[config.mk]
export PLATFORM = sky130hd
export DESIGN_NAME = golomb_decoder_flat
export DESIGN_NICKNAME = d
export VERILOG_FILES = /design/src/rtl/golomb_pkg.sv /design/src/rtl/golomb_decoder_if.sv /design/src/rtl/golomb_sat_add.sv /design/src/rtl/golomb_decoder.sv /design/src/flat_wrapper.sv
export SDC_FILE = /design/constraint.sdc
export NUM_CORES = 1
export LEC_CHECK = 0
export CORE_ASPECT_RATIO = 0.75
export CORE_MARGIN = 1
export CORE_UTILIZATION = 52
export CTS_CLUSTER_SIZE = 8
export DETAILED_ROUTE_END_ITERATION = 16
export GPL_TIMING_DRIVEN = 1
export PLACE_DENSITY_LB_ADDON = 0.12
export SYNTH_ARGS = -nofsm -noshare
export SYNTH_HDL_FRONTEND = slang
export SYNTH_SLANG_ARGS = --single-unit
export TNS_END_PERCENT = 100
[constraint.sdc]
create_clock -name clk -period 2.9 [get_ports clk]
set_clock_uncertainty 0.1 [all_clocks]
set_input_delay 0.435 -clock clk [delete_from_list [all_inputs] [get_ports clk]]
set_output_delay 0.435 -clock clk [all_outputs]
set_load 0.02 [all_outputs]
[src/rtl/golomb_pkg.sv]
// Field layout shared by the Golomb encoder and decoder so both ends agree on
// divisor, remainder and run-length widths.
package golomb_pkg;

  localparam int M_W   = 8;
  localparam int REM_W = 8;
  localparam int RUN_W = 16;

  typedef enum logic [1:0] {
    UNARY = 2'd0,
    REM   = 2'd1,
    OUT   = 2'd2
  } state_e;

endpackage

[src/rtl/golomb_decoder_if.sv]
// Bit-stream input and run-length output handshakes of the Golomb decoder.
interface golomb_decoder_if #(
  parameter int M_W   = golomb_pkg::M_W,
  parameter int RUN_W = golomb_pkg::RUN_W
) ();

  logic [M_W-1:0]   m;
  logic             bit_in;
  logic             bit_valid;
  logic             bit_ready;
  logic [RUN_W-1:0] run_len;
  logic             run_err;
  logic             out_valid;
  logic             out_ready;
  logic             busy;

  modport master (
    output m, bit_in, bit_valid, out_ready,
    input  bit_ready, run_len, run_err, out_valid, busy
  );

  modport slave (
    input  m, bit_in, bit_valid, out_ready,
    output bit_ready, run_len, run_err, out_valid, busy
  );

endinterface

[src/rtl/golomb_sat_add.sv]
// Unsigned adder that clamps to all-ones on carry-out and flags the overflow.
module golomb_sat_add #(
  parameter int W = 16
) (
  input  logic [W-1:0] i_a,
  input  logic [W-1:0] i_b,
  output logic [W-1:0] o_sum,
  output logic         o_ovf
);

  logic [W:0] w_full;

  assign w_full = {1'b0, i_a} + {1'b0, i_b};
  assign o_ovf  = w_full[W];
  assign o_sum  = w_full[W] ? {W{1'b1}} : w_full[W-1:0];

endmodule

[src/rtl/golomb_decoder.sv]
// Serial Golomb decoder: unary quotient, zero terminator, fixed-width remainder
// in; saturated run length plus error flag out on a valid/ready port.
module golomb_decoder #(
  parameter int M_W   = golomb_pkg::M_W,
  parameter int REM_W = golomb_pkg::REM_W,
  parameter int RUN_W = golomb_pkg::RUN_W
) (
  input  logic            clk,
  input  logic            rst_n,
  golomb_decoder_if.slave bus
);
  import golomb_pkg::*;

  localparam int CNT_W = $clog2(REM_W + 1);

  localparam logic [1:0] ST_UNARY = UNARY;
  localparam logic [1:0] ST_REM   = REM;
  localparam logic [1:0] ST_OUT   = OUT;

  logic [1:0]       r_state;
  logic [M_W-1:0]   r_m;
  logic [RUN_W-1:0] r_acc;
  logic [REM_W-1:0] r_rem;
  logic [CNT_W-1:0] r_cnt;
  logic             r_err;
  logic             r_busy;
  logic [RUN_W-1:0] r_run_len;
  logic             r_run_err;

  logic             w_xfer;
  logic             w_first;
  logic [M_W-1:0]   w_m_eff;
  logic [REM_W-1:0] w_rem_next;
  logic [RUN_W-1:0] w_acc_q;
  logic             w_ovf_q;
  logic [RUN_W-1:0] w_sum_r;
  logic             w_ovf_r;
  logic             w_rem_bad;
  logic             w_last_rem;

  assign bus.bit_ready = (r_state != ST_OUT);
  assign bus.out_valid = (r_state == ST_OUT);
  assign bus.run_len   = r_run_len;
  assign bus.run_err   = r_run_err;
  assign bus.busy      = r_busy;

  assign w_xfer     = bus.bit_valid && bus.bit_ready;
  // The first bit of a codeword must already use the divisor being sampled.
  assign w_first    = !r_busy;
  assign w_m_eff    = w_first ? bus.m : r_m;
  assign w_rem_next = {r_rem[REM_W-2:0], bus.bit_in};
  assign w_rem_bad  = RUN_W'(w_rem_next) >= RUN_W'(r_m);
  assign w_last_rem = (r_cnt == CNT_W'(REM_W - 1));

  golomb_sat_add #(.W(RUN_W)) u_add_q (
    .i_a   (r_acc),
    .i_b   (RUN_W'(w_m_eff)),
    .o_sum (w_acc_q),
    .o_ovf (w_ovf_q)
  );

  golomb_sat_add #(.W(RUN_W)) u_add_r (
    .i_a   (r_acc),
    .i_b   (RUN_W'(w_rem_next)),
    .o_sum (w_sum_r),
    .o_ovf (w_ovf_r)
  );

  always_ff @(posedge clk or negedge rst_n) begin
    if (!rst_n) begin
      r_state   <= ST_UNARY;
      r_m       <= '0;
      r_acc     <= '0;
      r_rem     <= '0;
      r_cnt     <= '0;
      r_err     <= 1'b0;
      r_busy    <= 1'b0;
      r_run_len <= '0;
      r_run_err <= 1'b0;
    end else begin
      case (r_state)
        ST_UNARY: begin
          if (w_xfer) begin
            if (w_first) begin
              r_m    <= bus.m;
              r_busy <= 1'b1;
            end
            r_err <= r_err | (w_first && (bus.m == '0)) | (bus.bit_in && w_ovf_q);
            if (bus.bit_in) begin
              r_acc <= w_acc_q;
            end else begin
              r_state <= ST_REM;
              r_cnt   <= '0;
            end
          end
        end
        ST_REM: begin
          if (w_xfer) begin
            r_rem <= w_rem_next;
            r_cnt <= r_cnt + CNT_W'(1);
            if (w_last_rem) begin
              r_run_len <= w_sum_r;
              r_run_err <= r_err | w_ovf_r | w_rem_bad;
              r_state   <= ST_OUT;
            end
          end
        end
        ST_OUT: begin
          if (bus.out_ready) begin
            r_acc     <= '0;
            r_rem     <= '0;
            r_busy    <= 1'b0;
            r_err     <= 1'b0;
            r_run_err <= 1'b0;
            r_state   <= ST_UNARY;
          end
        end
        default: r_state <= ST_UNARY;
      endcase
    end
  end

endmodule

[src/flat_wrapper.sv]
// flat-port wrapper written by rule: the top's interface ports become plain ports
module golomb_decoder_flat import golomb_pkg::*;
#(
  parameter int M_W   = golomb_pkg::M_W,
  parameter int REM_W = golomb_pkg::REM_W,
  parameter int RUN_W = golomb_pkg::RUN_W
)
  (clk, rst_n, bus_m, bus_bit_in, bus_bit_valid, bus_out_ready, bus_bit_ready, bus_run_len, bus_run_err, bus_out_valid, bus_busy);
  golomb_decoder_if #(.M_W(M_W), .RUN_W(RUN_W)) bus_i ();
  input  logic clk;
  input  logic rst_n;
  input wire logic [$bits(bus_i.m)-1:0] bus_m;
  input wire logic [$bits(bus_i.bit_in)-1:0] bus_bit_in;
  input wire logic [$bits(bus_i.bit_valid)-1:0] bus_bit_valid;
  input wire logic [$bits(bus_i.out_ready)-1:0] bus_out_ready;
  output wire logic [$bits(bus_i.bit_ready)-1:0] bus_bit_ready;
  output wire logic [$bits(bus_i.run_len)-1:0] bus_run_len;
  output wire logic [$bits(bus_i.run_err)-1:0] bus_run_err;
  output wire logic [$bits(bus_i.out_valid)-1:0] bus_out_valid;
  output wire logic [$bits(bus_i.busy)-1:0] bus_busy;
  assign bus_i.m = bus_m;
  assign bus_i.bit_in = bus_bit_in;
  assign bus_i.bit_valid = bus_bit_valid;
  assign bus_i.out_ready = bus_out_ready;
  assign bus_bit_ready = bus_i.bit_ready;
  assign bus_run_len = bus_i.run_len;
  assign bus_run_err = bus_i.run_err;
  assign bus_out_valid = bus_i.out_valid;
  assign bus_busy = bus_i.busy;
  golomb_decoder #(.M_W(M_W), .REM_W(REM_W), .RUN_W(RUN_W)) u_core (.clk(clk), .rst_n(rst_n), .bus(bus_i));
endmodule
==> flow_summary.html, run 1 <==
<table>
<tr><th>Metric</th><th>Value</th></tr>
<tr><th colspan="2">Run status</th></tr>
<tr><td>Run status</td><td>complete, but fails checks</td></tr>
<tr><td>Violations in the final reports</td><td>negative hold slack</td></tr>
<tr><th colspan="2">Timing</th></tr>
<tr><td>Slew at the pin with the worst max-slew slack</td><td>0.6537 ns</td></tr>
<tr><td>Total count of max-transition violations in the final report</td><td>0</td></tr>
<tr><td>Achievable Freq</td><td>361.4 MHz</td></tr>
<tr><td>Period utilisation layout</td><td>95.42%</td></tr>
<tr><td>Min Clock Period, post-route</td><td>~2.8 ns</td></tr>
<tr><td>Worst Hold Margin</td><td>-0.01352 ns</td></tr>
<tr><td>Final Hold Violating Endpoints</td><td>7</td></tr>
<tr><td>Final count of negative-setup-slack endpoints</td><td>0</td></tr>
<tr><td>Final worst-path setup slack</td><td>0.1329 ns</td></tr>
<tr><td>Normalized max-slew margin</td><td>56.33%</td></tr>
<tr><th colspan="2">Route</th></tr>
<tr><td>Count of antenna-violating nets left after detailed routing</td><td>0</td></tr>
<tr><td>Detail-routed net length per standard cell</td><td>16.85 um</td></tr>
<tr><td>Detailed router's first-iteration violation count</td><td>170</td></tr>
<tr><td>Via density per instance</td><td>5.916</td></tr>
<tr><td>Vias after detailed routing</td><td>2875</td></tr>
<tr><td>DR pass1 iterations</td><td>4</td></tr>
<tr><td>Total wirelength of the detailed-routed design</td><td>8189 um</td></tr>
<tr><td>DRC violation count after routing</td><td>0</td></tr>
<tr><th colspan="2">Power</th></tr>
<tr><td>Leakage</td><td>1.809 nW</td></tr>
<tr><td>Power per cell area</td><td>1107 nW/um^2</td></tr>
<tr><td>Pwr Total</td><td>4.466 mW</td></tr>
<tr><td>Peak VDD IR</td><td>just over 0.9 mV</td></tr>
<tr><th colspan="2">Yosys</th></tr>
<tr><td>Async set or reset register ratio after synthesis</td><td>between 90% and 100%</td></tr>
<tr><td>Synthesized-area fraction occupied by adder cells</td><td>10.48%</td></tr>
<tr><td>Dominant combinational cell family by area after synthesis</td><td>compound AO/OA/AOI/OAI gates</td></tr>
<tr><td>Post-synth top area cell</td><td>sky130_fd_sc_hd__dfrtp_1</td></tr>
<tr><td>Proportion of netlist area held by the largest area contributor</td><td>41.60%</td></tr>
<tr><td>Post-synthesis mux area share</td><td>3.306%</td></tr>
<tr><td>Xor/xnor share of the synthesized area</td><td>under 10%</td></tr>
<tr><td>Most common cell in the synthesized netlist</td><td>sky130_fd_sc_hd__dfrtp_1</td></tr>
<tr><td>Count of state elements after synthesis</td><td>56</td></tr>
<tr><td>Post-synth cell types</td><td>49</td></tr>
<tr><td>Area of the mapped netlist</td><td>3368 sq um</td></tr>
<tr><td>Dominant register cell in the synthesized netlist</td><td>sky130_fd_sc_hd__dfrtp_1</td></tr>
<tr><td>Simple-Gate Fraction of Synth Area</td><td>13.34%</td></tr>
<tr><td>Portion of the post-synthesis area used by sequential elements</td><td>41.60%</td></tr>
<tr><td>Syn_nets</td><td>395</td></tr>
<tr><td>Largest cells by area after synthesis</td><td>sky130_fd_sc_hd__dfrtp_1 42%, sky130_fd_sc_hd__ha_1 9.3%, sky130_fd_sc_hd__o21ai_0 4.8%</td></tr>
<tr><td>Total of warnings raised by yosys</td><td>0</td></tr>
<tr><td>Number of flops mapped to enable cells by yosys</td><td>0</td></tr>
<tr><td>Synthesized-area fraction occupied by ao, oa, aoi and oai cells</td><td>between 20% and 30%</td></tr>
<tr><td>Top cells by count, synth</td><td>56 x sky130_fd_sc_hd__dfrtp_1, 37 x sky130_fd_sc_hd__nor2_1, 32 x sky130_fd_sc_hd__o21ai_0, 27 x sky130_fd_sc_hd__a21oi_1, 27 x sky130_fd_sc_hd__nand2_1</td></tr>
<tr><td>Cells after Synth</td><td>355</td></tr>
<tr><td>Synthesized area per cell</td><td>between 9 and 10 sq um</td></tr>
<tr><th colspan="2">Cells and area</th></tr>
<tr><td>Number of antenna cells inserted</td><td>0</td></tr>
<tr><td>Filler cells</td><td>497</td></tr>
<tr><td>Final cell count without fillers</td><td>486</td></tr>
<tr><td>Post-layout instance area</td><td>slightly above 4000 sq um</td></tr>
<tr><td>Sequential cell area</td><td>~1400 sq um</td></tr>
<tr><td>Area growth from synthesis to final layout</td><td>19.73%</td></tr>
<tr><td>Fraction of final layout cells sized beyond drive strength 1</td><td>13.48%</td></tr>
<tr><td>Multi-input logic area</td><td>1897 sq um</td></tr>
<tr><td>Final net count</td><td>448</td></tr>
<tr><th colspan="2">Floorplan</th></tr>
<tr><td>Core Area</td><td>6036 sq um</td></tr>
<tr><td>Die area</td><td>6806 sq um</td></tr>
<tr><td>Initial cell density of the core</td><td>55.80%</td></tr>
<tr><td>FP Rows</td><td>24</td></tr>
<tr><td>I/O pin total</td><td>33</td></tr>
<tr><td>Die X-Extent</td><td>94.93 um</td></tr>
<tr><td>Die outline height</td><td>71.70 um</td></tr>
<tr><th colspan="2">GRT</th></tr>
<tr><td>Pin count of the biggest net entering global routing</td><td>21</td></tr>
<tr><td>Total gr overflow</td><td>0</td></tr>
<tr><td>Global-route total usage across every layer</td><td>25.91%</td></tr>
<tr><td>Wire length of the first global-routing pass</td><td>13540 um</td></tr>
<tr><td>Vias in the first global route</td><td>2691</td></tr>
<tr><td>Initial antenna violation count</td><td>0</td></tr>
<tr><th colspan="2">Placed design</th></tr>
<tr><td>Number of buffer cells added on primary ports</td><td>32</td></tr>
<tr><td>Pre-CTS setup slack</td><td>-0.2262 ns</td></tr>
<tr><td>Count of placed standard cells including taps</td><td>477</td></tr>
<tr><td>Placed instance area</td><td>3911 sq um</td></tr>
<tr><td>Placed wire-length estimate after detailed placement</td><td>around 6300 um</td></tr>
<tr><td>Weighted congestion at the end of routability-driven global placement</td><td>0.8735</td></tr>
<tr><th colspan="2">Worst setup path</th></tr>
<tr><td>Top delay family on crit path</td><td>compound AO/OA/AOI/OAI gates</td></tr>
<tr><td>Slowest CP cell</td><td>sky130_fd_sc_hd__dfrtp_1</td></tr>
<tr><td>Critical path's largest stage delay</td><td>0.41 ns</td></tr>
<tr><td>Crit. End Element</td><td>flip-flop</td></tr>
<tr><td>Bufs and invs on worst path</td><td>1</td></tr>
<tr><td>Data required time at the worst endpoint</td><td>2.99 ns</td></tr>
<tr><td>Maximum fanout encountered on the critical timing path</td><td>4</td></tr>
<tr><td>Category of the worst setup path launch point</td><td>flip-flop</td></tr>
<tr><td>Endpoint arrival time on the critical path</td><td>2.86 ns</td></tr>
<tr><td>Start-to-end type of the worst setup path</td><td>flip-flop to flip-flop</td></tr>
<tr><td>Worst-path cell chain</td><td>buf_4 &gt; mux2_2 &gt; ha_1 &gt; a21oi_1 &gt; o22ai_1 &gt; o31ai_2 &gt; a211oi_2 &gt; nor2b_2 &gt; a311oi_1</td></tr>
<tr><th colspan="2">CTS</th></tr>
<tr><td>CTS root buffer</td><td>sky130_fd_sc_hd__clkbuf_8</td></tr>
<tr><td>TritonCTS Buffers</td><td>5</td></tr>
<tr><td>Clock-pin slew of the registers on the worst-case setup and hold paths</td><td>around 0.1 ns</td></tr>
<tr><td>Later-pin clock latency in the skew report</td><td>between 0.3 and 0.4 ns</td></tr>
<tr><td>CTS tree</td><td>yes</td></tr>
<tr><td>Sinks on Clock Net</td><td>56</td></tr>
<tr><td>H-tree level count</td><td>2</td></tr>
<tr><td>Maximum count of clock buffers along a single path</td><td>2</td></tr>
<tr><th colspan="2">Min path</th></tr>
<tr><td>Type of the tightest min-delay check</td><td>input port to asynchronous set/reset pin</td></tr>
<tr><th colspan="2">Flow run</th></tr>
<tr><td>MaxCap Viol Count</td><td>0</td></tr>
</table>
==> cells by family (layout without fill, tap and decap cells) <==
logic type | count (synthesis) | in the layout
compound gates | 130 | 130
mux | 10 | 10
fa+ha+maj | 27 | 27
simple gates | 95 | 95
xor+xnor | 12 | 12
flops | 56 | 56
buf+inv | 25 | 78
==> through the flow <==
stage	hold slack [ns]	setup TNS [ns]	utilization (%)
6_report	-0.01352	0	66.81
3_5_place_dp	0.3437	-2.885	64.80
4_1_cts	0.009528	0	66.09
3_3_place_gp	0.3328	-2.024	64.80
2_1_floorplan	0.03941	0	-
5_1_grt	0.01258	-0.01726	66.81
==> timing repair <==
action	4_1_cts	5_1_grt
hold buffers	0	0
setup endpoints to repair	0	9
setup buffers	0	2
gates resized for setup	0	7
==> path summary, 6_finish.rpt <==
kind                       cells after the start                      to                    from  slack (ns)
setup / recovery                               9        u_core.r_acc[13]         u_core.bus.busy        0.13
hold / removal                                 1       u_core.r_state[0]                   rst_n       -0.01
setup reg to reg                               9        u_core.r_acc[13]         u_core.bus.busy        0.13
hold reg to reg                                1  u_core.bus.run_len[10]  u_core.bus.run_len[10]        0.38
max in group asynchronous                      2         u_core.r_acc[2]                   rst_n        2.03
min in group clk                               1  u_core.bus.run_len[10]  u_core.bus.run_len[10]        0.38
==> report_power, final <==
group          switching (mW)  internal [mW]  total, mW
clock                   0.245          0.165      0.411
sequential              0.298           1.07       1.37
combinational            1.43           1.26       2.69
total                    1.97           2.49       4.47
==> flip-flops by register name (all words and copies together), names as in the netlist <==
name / count
u_core.r_m: 8
u_core.r_rem: 7
u_core.r_cnt: 4
u_core.bus.run_len: 16
u_core.r_state: 2
u_core.r_acc: 16
u_core.bus.run_err: 1
u_core.r_err: 1
u_core.bus.busy: 1
==> layout make-up <==
| type | instances | area share, % |
|---|---|---|
| multi-input combinational | 274 | 47.04 |
| sequential | 56 | 34.75 |
| timing repair buffer | 58 | 12.66 |
| tap | 78 | 2.420 |
| clock buffer | 6 | 1.800 |
| inverter | 13 | 1.210 |
| clock inverter | 1 | 0.1241 |
==> metal layers <==
metal  vias up  track usage, %  routed length (um)  part of all wire [%]
met3         8           4.459                 353                   4.3
met4         0           4.882                  72                  0.88
li1       1418               -                   -                     -
met1      1379           40.81                4221                    52
met5         -               0                   0                     0
met2        70           37.41                3542                    43
==> placed cells by master, fill, tap and decap left out, types with 2 or more instances in the layout <==
master,n
sky130_fd_sc_hd__a41o_1,3
sky130_fd_sc_hd__clkbuf_8,5
sky130_fd_sc_hd__a311oi_1,4
sky130_fd_sc_hd__a21oi_1,27
sky130_fd_sc_hd__nor2_1,36
sky130_fd_sc_hd__a31oi_1,8
sky130_fd_sc_hd__a22o_1,2
sky130_fd_sc_hd__dfrtp_1,56
sky130_fd_sc_hd__nand2_1,27
sky130_fd_sc_hd__a21o_1,12
sky130_fd_sc_hd__nand3_1,6
sky130_fd_sc_hd__inv_1,13
sky130_fd_sc_hd__nor3_1,6
sky130_fd_sc_hd__xnor2_1,7
sky130_fd_sc_hd__o21a_1,3
sky130_fd_sc_hd__a2111oi_0,2
sky130_fd_sc_hd__o22ai_1,8
sky130_fd_sc_hd__and2_1,3
sky130_fd_sc_hd__buf_4,26
sky130_fd_sc_hd__or4_1,2
sky130_fd_sc_hd__mux2_2,9
sky130_fd_sc_hd__ha_1,25
sky130_fd_sc_hd__clkdlybuf4s50_1,31
sky130_fd_sc_hd__o22a_1,7
sky130_fd_sc_hd__o21ai_0,31
sky130_fd_sc_hd__a211oi_1,8
sky130_fd_sc_hd__nand2b_1,5
sky130_fd_sc_hd__nor2b_1,2
sky130_fd_sc_hd__a211oi_2,2
sky130_fd_sc_hd__xor2_1,5
Note: power is estimated with default switching activity, not from simulation.
==> run 2: changes to the inputs <==
PLACE_DENSITY = 0.85   (was not set)
PLACE_DENSITY_LB_ADDON = not set   (was 0.12)
TNS_END_PERCENT = 30   (was 100)
==> run 2 against run 1 <==
Net effect:
- the flow now finishes without violations
- routed wire length is 1.3% higher
- non-clock buffer count is 1 lower
- critical path depth is 1 higher
- sequential power hardly changed
- sequential share of layout area is 0.13 points lower
- clock power is 27% higher
- register-to-register slack worse by 0.05 ns
- die area stayed put
- setup slack worse by 0.054 ns
- first-iteration DRC count is 41% higher
- maximum frequency is 1.9% lower
- highest routed layer unchanged
==> flow_summary.html, run 2 (synthesis results as in run 1) <==
<table>
<tr><th>Metric</th><th>Value</th></tr>
<tr><th colspan="2">Timing</th></tr>
<tr><td>Final worst-path setup slack</td><td>~0.08 ns</td></tr>
<tr><td>Worst Hold Margin</td><td>0.1349 ns</td></tr>
<tr><td>Min Clock Period, post-route</td><td>2.821 ns</td></tr>
<tr><td>Final count of negative-setup-slack endpoints</td><td>0</td></tr>
<tr><td>Normalized max-slew margin</td><td>roughly 51%</td></tr>
<tr><td>Achievable Freq</td><td>between 300 and 400 MHz</td></tr>
<tr><td>Period utilisation layout</td><td>97.26%</td></tr>
<tr><td>Final setup TNS</td><td>0 ns</td></tr>
<tr><td>Final Hold Violating Endpoints</td><td>0</td></tr>
<tr><td>Total count of max-transition violations in the final report</td><td>0</td></tr>
<tr><td>Slew at the pin with the worst max-slew slack</td><td>0.7287 ns</td></tr>
<tr><th colspan="2">Cells and area</th></tr>
<tr><td>Number of antenna cells inserted</td><td>0</td></tr>
<tr><td>Area growth from synthesis to final layout</td><td>20.28%</td></tr>
<tr><td>Fraction of final layout cells sized beyond drive strength 1</td><td>13.48%</td></tr>
<tr><td>Final net count</td><td>between 400 and 500</td></tr>
<tr><td>Commonest non-fill, non-tap cells in the layout</td><td>55 x sky130_fd_sc_hd__dfrtp_1, 36 x sky130_fd_sc_hd__nor2_1, 31 x sky130_fd_sc_hd__o21ai_0, 31 x sky130_fd_sc_hd__clkdlybuf4s50_1</td></tr>
<tr><td>Most common cell after layout, fill and taps aside</td><td>sky130_fd_sc_hd__dfrtp_1</td></tr>
<tr><td>Post-layout instance area</td><td>4051 sq um</td></tr>
<tr><th colspan="2">Worst setup path</th></tr>
<tr><td>Category of the worst setup path launch point</td><td>input port</td></tr>
<tr><td>Origin of the worst setup path</td><td>bus_m[0]</td></tr>
<tr><td>Crit. End Element</td><td>flip-flop</td></tr>
<tr><td>Data required time at the worst endpoint</td><td>approximately 3.0 ns</td></tr>
<tr><td>End of the worst register-to-register path</td><td>u_core.r_acc[13]</td></tr>
<tr><td>Setup slack on the worst flop-to-flop path</td><td>0.08 ns</td></tr>
<tr><td>Critical R2R Launch</td><td>u_core.bus.busy</td></tr>
<tr><td>Endpoint arrival time on the critical path</td><td>2.91 ns</td></tr>
<tr><td>Start-to-end type of the worst setup path</td><td>input port to flip-flop</td></tr>
<tr><td>R2R cell count</td><td>9</td></tr>
<tr><td>Maximum fanout encountered on the critical timing path</td><td>8</td></tr>
<tr><th colspan="2">Route</th></tr>
<tr><td>Detailed router's first-iteration violation count</td><td>240</td></tr>
<tr><td>DR pass1 iterations</td><td>5</td></tr>
<tr><td>DRC violation count after routing</td><td>0</td></tr>
<tr><td>Vias after detailed routing</td><td>2968</td></tr>
<tr><td>Count of antenna-violating nets left after detailed routing</td><td>0</td></tr>
<tr><td>Via density per instance</td><td>6.107</td></tr>
<tr><td>Total wirelength of the detailed-routed design</td><td>~8300 um</td></tr>
<tr><td>Detail-routed net length per standard cell</td><td>~17 um</td></tr>
<tr><th colspan="2">CTS</th></tr>
<tr><td>TritonCTS Buffers</td><td>5</td></tr>
<tr><td>CTS tree</td><td>yes</td></tr>
<tr><td>CTS root buffer</td><td>sky130_fd_sc_hd__clkbuf_8</td></tr>
<tr><td>Clock-pin slew of the registers on the worst-case setup and hold paths</td><td>0.10 ns</td></tr>
<tr><td>Later-pin clock latency in the skew report</td><td>0.32 ns</td></tr>
<tr><td>H-tree level count</td><td>2</td></tr>
<tr><td>Maximum count of clock buffers along a single path</td><td>2</td></tr>
<tr><td>Hold bufs inserted after CTS</td><td>0</td></tr>
<tr><td>Sinks on Clock Net</td><td>56</td></tr>
<tr><th colspan="2">Min path</th></tr>
<tr><td>Type of the tightest min-delay check</td><td>input port to asynchronous set/reset pin</td></tr>
<tr><th colspan="2">Floorplan</th></tr>
<tr><td>Die X-Extent</td><td>approximately 95 um</td></tr>
<tr><td>Initial cell density of the core</td><td>55.80%</td></tr>
<tr><td>Die area</td><td>6806 sq um</td></tr>
<tr><td>I/O pin total</td><td>33</td></tr>
<tr><td>Die outline height</td><td>71.70 um</td></tr>
<tr><td>Core Area</td><td>6036 sq um</td></tr>
<tr><td>FP Rows</td><td>24</td></tr>
<tr><th colspan="2">GRT</th></tr>
<tr><td>Initial antenna violation count</td><td>0</td></tr>
<tr><td>Pin count of the biggest net entering global routing</td><td>57</td></tr>
<tr><td>Total gr overflow</td><td>0</td></tr>
<tr><td>Global-route total usage across every layer</td><td>between 20% and 30%</td></tr>
<tr><td>Vias in the first global route</td><td>2781</td></tr>
<tr><td>Wire length of the first global-routing pass</td><td>13680 um</td></tr>
<tr><th colspan="2">Flow run</th></tr>
<tr><td>MaxCap Viol Count</td><td>0</td></tr>
<tr><th colspan="2">Placed design</th></tr>
<tr><td>Pre-CTS setup slack</td><td>-0.2622 ns</td></tr>
<tr><td>Placed instance area</td><td>3896 sq um</td></tr>
<tr><td>Placed wire-length estimate after detailed placement</td><td>~6300 um</td></tr>
<tr><td>Number of buffer cells added on primary ports</td><td>32</td></tr>
<tr><td>Weighted congestion at the end of routability-driven global placement</td><td>0.9008</td></tr>
<tr><th colspan="2">Run status</th></tr>
<tr><td>Run status</td><td>finished clean</td></tr>
<tr><th colspan="2">Power</th></tr>
<tr><td>Leakage</td><td>between 1.5 and 2 nW</td></tr>
<tr><td>Peak VDD IR</td><td>around 0.67 mV</td></tr>
<tr><td>Power per cell area</td><td>1133 nW/um^2</td></tr>
</table>
[run 2: layout make-up]
cell class	instances	area [sq um]
Timing Repair Buffer	57	503.0
Inverter	13	48.80
Sequential cell	56	1403
Fill cell	478	1984
Clock buffer	6	72.57
Clock inverter	2	35.03
Multi-Input combinational cell	274	1892
Tap cell	78	97.59
[run 2: worst max path at each step]
| stage | endpoint | depth (start not counted) |
|---|---|---|
| global placement | u_core.r_acc[13] | 10 |
| detailed placement | u_core.r_acc[13] | 10 |
| global route | u_core.r_acc[0] | 10 |
| CTS | u_core.r_acc[13] | 9 |
| floorplan | u_core.r_acc[14] | 10 |
| finish | u_core.r_acc[13] | 10 |
[run 2: critical path, stage by stage]
cell and delay [ns]:
sky130_fd_sc_hd__clkdlybuf4s50_1 0.41, sky130_fd_sc_hd__mux2_2 0.28, sky130_fd_sc_hd__ha_1 0.24, sky130_fd_sc_hd__fa_1 0.43, sky130_fd_sc_hd__a211oi_2 0.24, sky130_fd_sc_hd__o21ai_1 0.14
sky130_fd_sc_hd__a21boi_2 0.25, sky130_fd_sc_hd__nor3_4 0.11, sky130_fd_sc_hd__nor2b_2 0.25, sky130_fd_sc_hd__a311oi_2 0.14
[run 2: what timing repair did]
item / 4_1_cts / 5_1_grt
hold endpoints to repair: 0 / 0
gates resized for setup: 2 / 5
pin swaps: 0 / 3
setup buffers: 0 / 3
endpoints found under the setup margin: 1 / 13
[run 2: through the flow]
step           util [%]  power (mW)  std cells
2_1_floorplan         -       3.157        355
3_3_place_gp      64.55       3.866        475
3_5_place_dp      64.55       3.993        475
4_1_cts           66.50       4.544        483
5_1_grt           67.12       4.980        486
6_report          67.12       4.592        486
[run 2: where the power goes]
part	switching (mW)	leakage (nW)	internal [mW]
clock	0.265	0.0552	0.257
sequential	0.290	0.697	1.07
combinational	1.45	1.07	1.26
total	2.00	1.82	2.59
[run 2: metal layers]
layer,wire (um),share of wire (%),global-route usage (%),up-vias
li1,-,-,-,1417
met1,4048,49,38.81,1417
met2,3578,43,39.33,116
met3,507,6.1,5.626,18
met4,162,2.0,7.407,0
met5,0,0,0,-
==> run 3: changes to the inputs <==
ABC_AREA = 1   (was not set)
CORE_UTILIZATION = 53   (was 52)
==> run 3 against run 2 <==
Net effect:
- setup slack improved by 0.26 ns
- via count rose by 25%
- utilization fell by 3.7 points
- cell count rose by 42%
- critical path depth rose by 2
- first-iteration DRC count rose by 79%
- sequential cell count did not move
- synthesized cell count rose by 56%
- total power fell by 8.0%
- clock power rose by 3%
==> flow_summary.html, run 3 <==
<table>
<tr><th>Metric</th><th>Value</th></tr>
<tr><th colspan="2">Flow run</th></tr>
<tr><td>MaxCap Viol Count</td><td>0</td></tr>
<tr><th colspan="2">Route</th></tr>
<tr><td>Via density per instance</td><td>5.362</td></tr>
<tr><td>Total wirelength of the detailed-routed design</td><td>9563 um</td></tr>
<tr><td>Detailed router's first-iteration violation count</td><td>430</td></tr>
<tr><td>Vias after detailed routing</td><td>3700</td></tr>
<tr><td>DRC violation count after routing</td><td>0</td></tr>
<tr><td>Count of antenna-violating nets left after detailed routing</td><td>0</td></tr>
<tr><td>DR pass1 iterations</td><td>7</td></tr>
<tr><td>Detail-routed net length per standard cell</td><td>13.86 um</td></tr>
<tr><th colspan="2">Timing</th></tr>
<tr><td>Total count of max-transition violations in the final report</td><td>0</td></tr>
<tr><td>Normalized max-slew margin</td><td>51.73%</td></tr>
<tr><td>Period utilisation layout</td><td>88.31%</td></tr>
<tr><td>Final setup TNS</td><td>0 ns</td></tr>
<tr><td>Achievable Freq</td><td>390.5 MHz</td></tr>
<tr><td>Final worst-path setup slack</td><td>0.3391 ns</td></tr>
<tr><td>Final count of negative-setup-slack endpoints</td><td>0</td></tr>
<tr><td>Final Hold Violating Endpoints</td><td>0</td></tr>
<tr><td>Slew at the pin with the worst max-slew slack</td><td>between 0.7 and 0.8 ns</td></tr>
<tr><td>Min Clock Period, post-route</td><td>2.561 ns</td></tr>
<tr><td>RSZ-0062 raised after global routing</td><td>no</td></tr>
<tr><th colspan="2">Floorplan</th></tr>
<tr><td>FP Rows</td><td>26</td></tr>
<tr><td>Initial cell density of the core</td><td>55.78%</td></tr>
<tr><td>Core Area</td><td>6929 sq um</td></tr>
<tr><td>I/O pin total</td><td>33</td></tr>
<tr><td>Die area</td><td>roughly 7600 sq um</td></tr>
<tr><td>Die X-Extent</td><td>100.6 um</td></tr>
<tr><td>Die outline height</td><td>75.96 um</td></tr>
<tr><th colspan="2">Yosys</th></tr>
<tr><td>Post-synth top area cell</td><td>sky130_fd_sc_hd__dfrtp_1</td></tr>
<tr><td>Largest cells by area after synthesis</td><td>sky130_fd_sc_hd__dfrtp_1 36%, sky130_fd_sc_hd__nand2_1 18%, sky130_fd_sc_hd__ha_1 8.1%</td></tr>
<tr><td>Post-synth cell types</td><td>29</td></tr>
<tr><td>Synthesized area per cell</td><td>6.964 sq um</td></tr>
<tr><td>Number of flops mapped to enable cells by yosys</td><td>0</td></tr>
<tr><td>Dominant register cell in the synthesized netlist</td><td>sky130_fd_sc_hd__dfrtp_1</td></tr>
<tr><td>Top cells by count, synth</td><td>183 x sky130_fd_sc_hd__nand2_1, 80 x sky130_fd_sc_hd__inv_1, 56 x sky130_fd_sc_hd__dfrtp_1, 47 x sky130_fd_sc_hd__nand3_1, 39 x sky130_fd_sc_hd__nor2_1</td></tr>
<tr><td>Cells after Synth</td><td>around 560</td></tr>
<tr><td>Proportion of netlist area held by the largest area contributor</td><td>36.26%</td></tr>
<tr><td>Most common cell in the synthesized netlist</td><td>sky130_fd_sc_hd__nand2_1</td></tr>
<tr><td>Syn_nets</td><td>between 500 and 600</td></tr>
<tr><td>Area of the mapped netlist</td><td>3865 sq um</td></tr>
<tr><td>Async set or reset register ratio after synthesis</td><td>100.0%</td></tr>
<tr><td>Portion of the post-synthesis area used by sequential elements</td><td>roughly 36%</td></tr>
<tr><td>Total of warnings raised by yosys</td><td>0</td></tr>
<tr><td>Count of state elements after synthesis</td><td>56</td></tr>
<tr><th colspan="2">Placed design</th></tr>
<tr><td>Count of placed standard cells including taps</td><td>682</td></tr>
<tr><td>Number of buffer cells added on primary ports</td><td>32</td></tr>
<tr><td>Placed wire-length estimate after detailed placement</td><td>about 7300 um</td></tr>
<tr><td>Pre-CTS setup slack</td><td>0.09833 ns</td></tr>
<tr><td>Weighted congestion at the end of routability-driven global placement</td><td>0.9709</td></tr>
<tr><th colspan="2">Cells and area</th></tr>
<tr><td>Area growth from synthesis to final layout</td><td>13.79%</td></tr>
<tr><td>Final net count</td><td>between 600 and 700</td></tr>
<tr><td>Fraction of final layout cells sized beyond drive strength 1</td><td>between 6 and 7%</td></tr>
<tr><td>Filler cells</td><td>approximately 610</td></tr>
<tr><td>Sequential cell area</td><td>1403 sq um</td></tr>
<tr><td>Multi-input logic area</td><td>2071 sq um</td></tr>
<tr><td>Number of antenna cells inserted</td><td>0</td></tr>
<tr><td>Commonest non-fill, non-tap cells in the layout</td><td>183 x sky130_fd_sc_hd__nand2_1, 80 x sky130_fd_sc_hd__inv_1, 55 x sky130_fd_sc_hd__dfrtp_1</td></tr>
<tr><td>Most common cell after layout, fill and taps aside</td><td>sky130_fd_sc_hd__nand2_1</td></tr>
<tr><td>Final cell count without fillers</td><td>690</td></tr>
<tr><th colspan="2">Worst setup path</th></tr>
<tr><td>Data required time at the worst endpoint</td><td>3.02 ns</td></tr>
<tr><td>Category of the worst setup path launch point</td><td>flip-flop</td></tr>
<tr><td>Start-to-end type of the worst setup path</td><td>flip-flop to flip-flop</td></tr>
<tr><td>R2R cell count</td><td>12</td></tr>
<tr><td>Maximum fanout encountered on the critical timing path</td><td>18</td></tr>
<tr><td>Crit. End Element</td><td>flip-flop</td></tr>
<tr><td>Endpoint arrival time on the critical path</td><td>~2.7 ns</td></tr>
<tr><td>Critical R2R Launch</td><td>u_core.bus.busy</td></tr>
<tr><td>End of the worst register-to-register path</td><td>u_core.r_acc[9]</td></tr>
<tr><td>Setup slack on the worst flop-to-flop path</td><td>0.34 ns</td></tr>
<tr><th colspan="2">GRT</th></tr>
<tr><td>Global-route total usage across every layer</td><td>27.07%</td></tr>
<tr><td>Pin count of the biggest net entering global routing</td><td>57</td></tr>
<tr><td>Total gr overflow</td><td>0</td></tr>
<tr><td>Initial antenna violation count</td><td>0</td></tr>
<tr><td>Wire length of the first global-routing pass</td><td>16230 um</td></tr>
<tr><td>Vias in the first global route</td><td>3424</td></tr>
<tr><th colspan="2">CTS</th></tr>
<tr><td>Hold bufs inserted after CTS</td><td>0</td></tr>
<tr><td>Later-pin clock latency in the skew report</td><td>0.33 ns</td></tr>
<tr><td>Sinks on Clock Net</td><td>56</td></tr>
<tr><td>Clock-pin slew of the registers on the worst-case setup and hold paths</td><td>0.11 ns</td></tr>
<tr><td>CTS root buffer</td><td>sky130_fd_sc_hd__clkbuf_8</td></tr>
<tr><td>TritonCTS Buffers</td><td>5</td></tr>
<tr><td>CTS tree</td><td>yes</td></tr>
<tr><td>H-tree level count</td><td>2</td></tr>
<tr><td>Maximum count of clock buffers along a single path</td><td>2</td></tr>
<tr><th colspan="2">Power</th></tr>
<tr><td>Leakage</td><td>approximately 2.3 nW</td></tr>
<tr><td>Power per cell area</td><td>961.0 nW/um^2</td></tr>
<tr><td>Peak VDD IR</td><td>0.5396 mV</td></tr>
<tr><th colspan="2">Min path</th></tr>
<tr><td>Type of the tightest min-delay check</td><td>input port to asynchronous set/reset pin</td></tr>
<tr><th colspan="2">Run status</th></tr>
<tr><td>Run status</td><td>finished clean</td></tr>
</table>
-- run 3: stage by stage --
stage          total power [mW]  utilization [%]  hold WS (ns)  instance area [sq um]
2_1_floorplan             2.955                -       0.03941                   3865
3_3_place_gp              3.540            61.85        0.3702                   4285
3_5_place_dp              3.655            61.85        0.3866                   4285
4_1_cts                   4.207            63.45        0.1720                   4397
5_1_grt                   4.588            63.47        0.1963                   4398
6_report                  4.227            63.47        0.1355                   4398
-- run 3: repair_timing --
item | CTS | global route
gates resized for setup | 0 | 1
setup endpoints to repair | 0 | 10
setup buffers | 0 | 0
-- run 3: how the worst max path moves through the flow --
stage	end	slack (ns)	depth (start not counted)	startpoint
2_1_floorplan	u_core.r_acc[9]	0.40	13	u_core.bus.busy
6_report	u_core.r_acc[9]	0.34	12	u_core.bus.busy
4_1_cts	u_core.r_acc[9]	0.21	11	u_core.bus.busy
5_1_grt	u_core.r_acc[9]	0.12	12	u_core.bus.busy
3_5_place_dp	u_core.r_acc[2]	0.1	12	bus_m[5]
3_3_place_gp	u_core.r_acc[2]	0.14	13	bus_m[0]
-- run 3: cell type report --
cell class / count / share of cell area (%)
clock buffers: 6 / 1.650
inverters: 88 / 7.511
clock inverters: 2 / 0.8819
repair buffers: 38 / 8.193
flip-flops and latches: 56 / 31.89
multi-input cells: 402 / 47.08
well taps: 98 / 2.788
-- run 3: power breakdown --
part           switching, mW  internal, mW
clock network          0.274         0.262
logic                   1.39         0.934
registers              0.289          1.08
-- run 3: logic make-up (layout without fill, tap and decap cells) --
kind of cell / count (synthesis) / count (layout) / synth area share [%]
buffers and inverters: 97 / 134 / 10.16
adder cells (fa/ha/maj): 27 / 27 / 9.129
AND/OR/NAND/NOR: 295 / 295 / 32.28
flip-flops: 56 / 56 / 36.26
XOR/XNOR: 7 / 7 / 1.586
AO/OA/AOI/OAI: 73 / 73 / 10.59
-- run 3: layer usage --
layer	track usage (%)	routed length [um]	part of all wire, %
met1	39.79	4491	47
met2	39.93	4014	42
met5	0	0	0
met3	6.458	938	9.8
met4	6.812	119	1.2
-- run 3: critical path, cell delays in order, from the launching register on --
cell	delay (ns)
sky130_fd_sc_hd__dfrtp_2	0.53
sky130_fd_sc_hd__nand2_1	0.10
sky130_fd_sc_hd__o21ai_0	0.15
sky130_fd_sc_hd__ha_1	0.28
sky130_fd_sc_hd__fa_1	0.38
sky130_fd_sc_hd__nand2_1	0.09
sky130_fd_sc_hd__nand2_1	0.09
sky130_fd_sc_hd__nand4_1	0.11
sky130_fd_sc_hd__nand2_2	0.14
sky130_fd_sc_hd__nand2_2	0.23
sky130_fd_sc_hd__o21ai_0	0.13
sky130_fd_sc_hd__nand2_1	0.07
sky130_fd_sc_hd__nand2_1	0.05
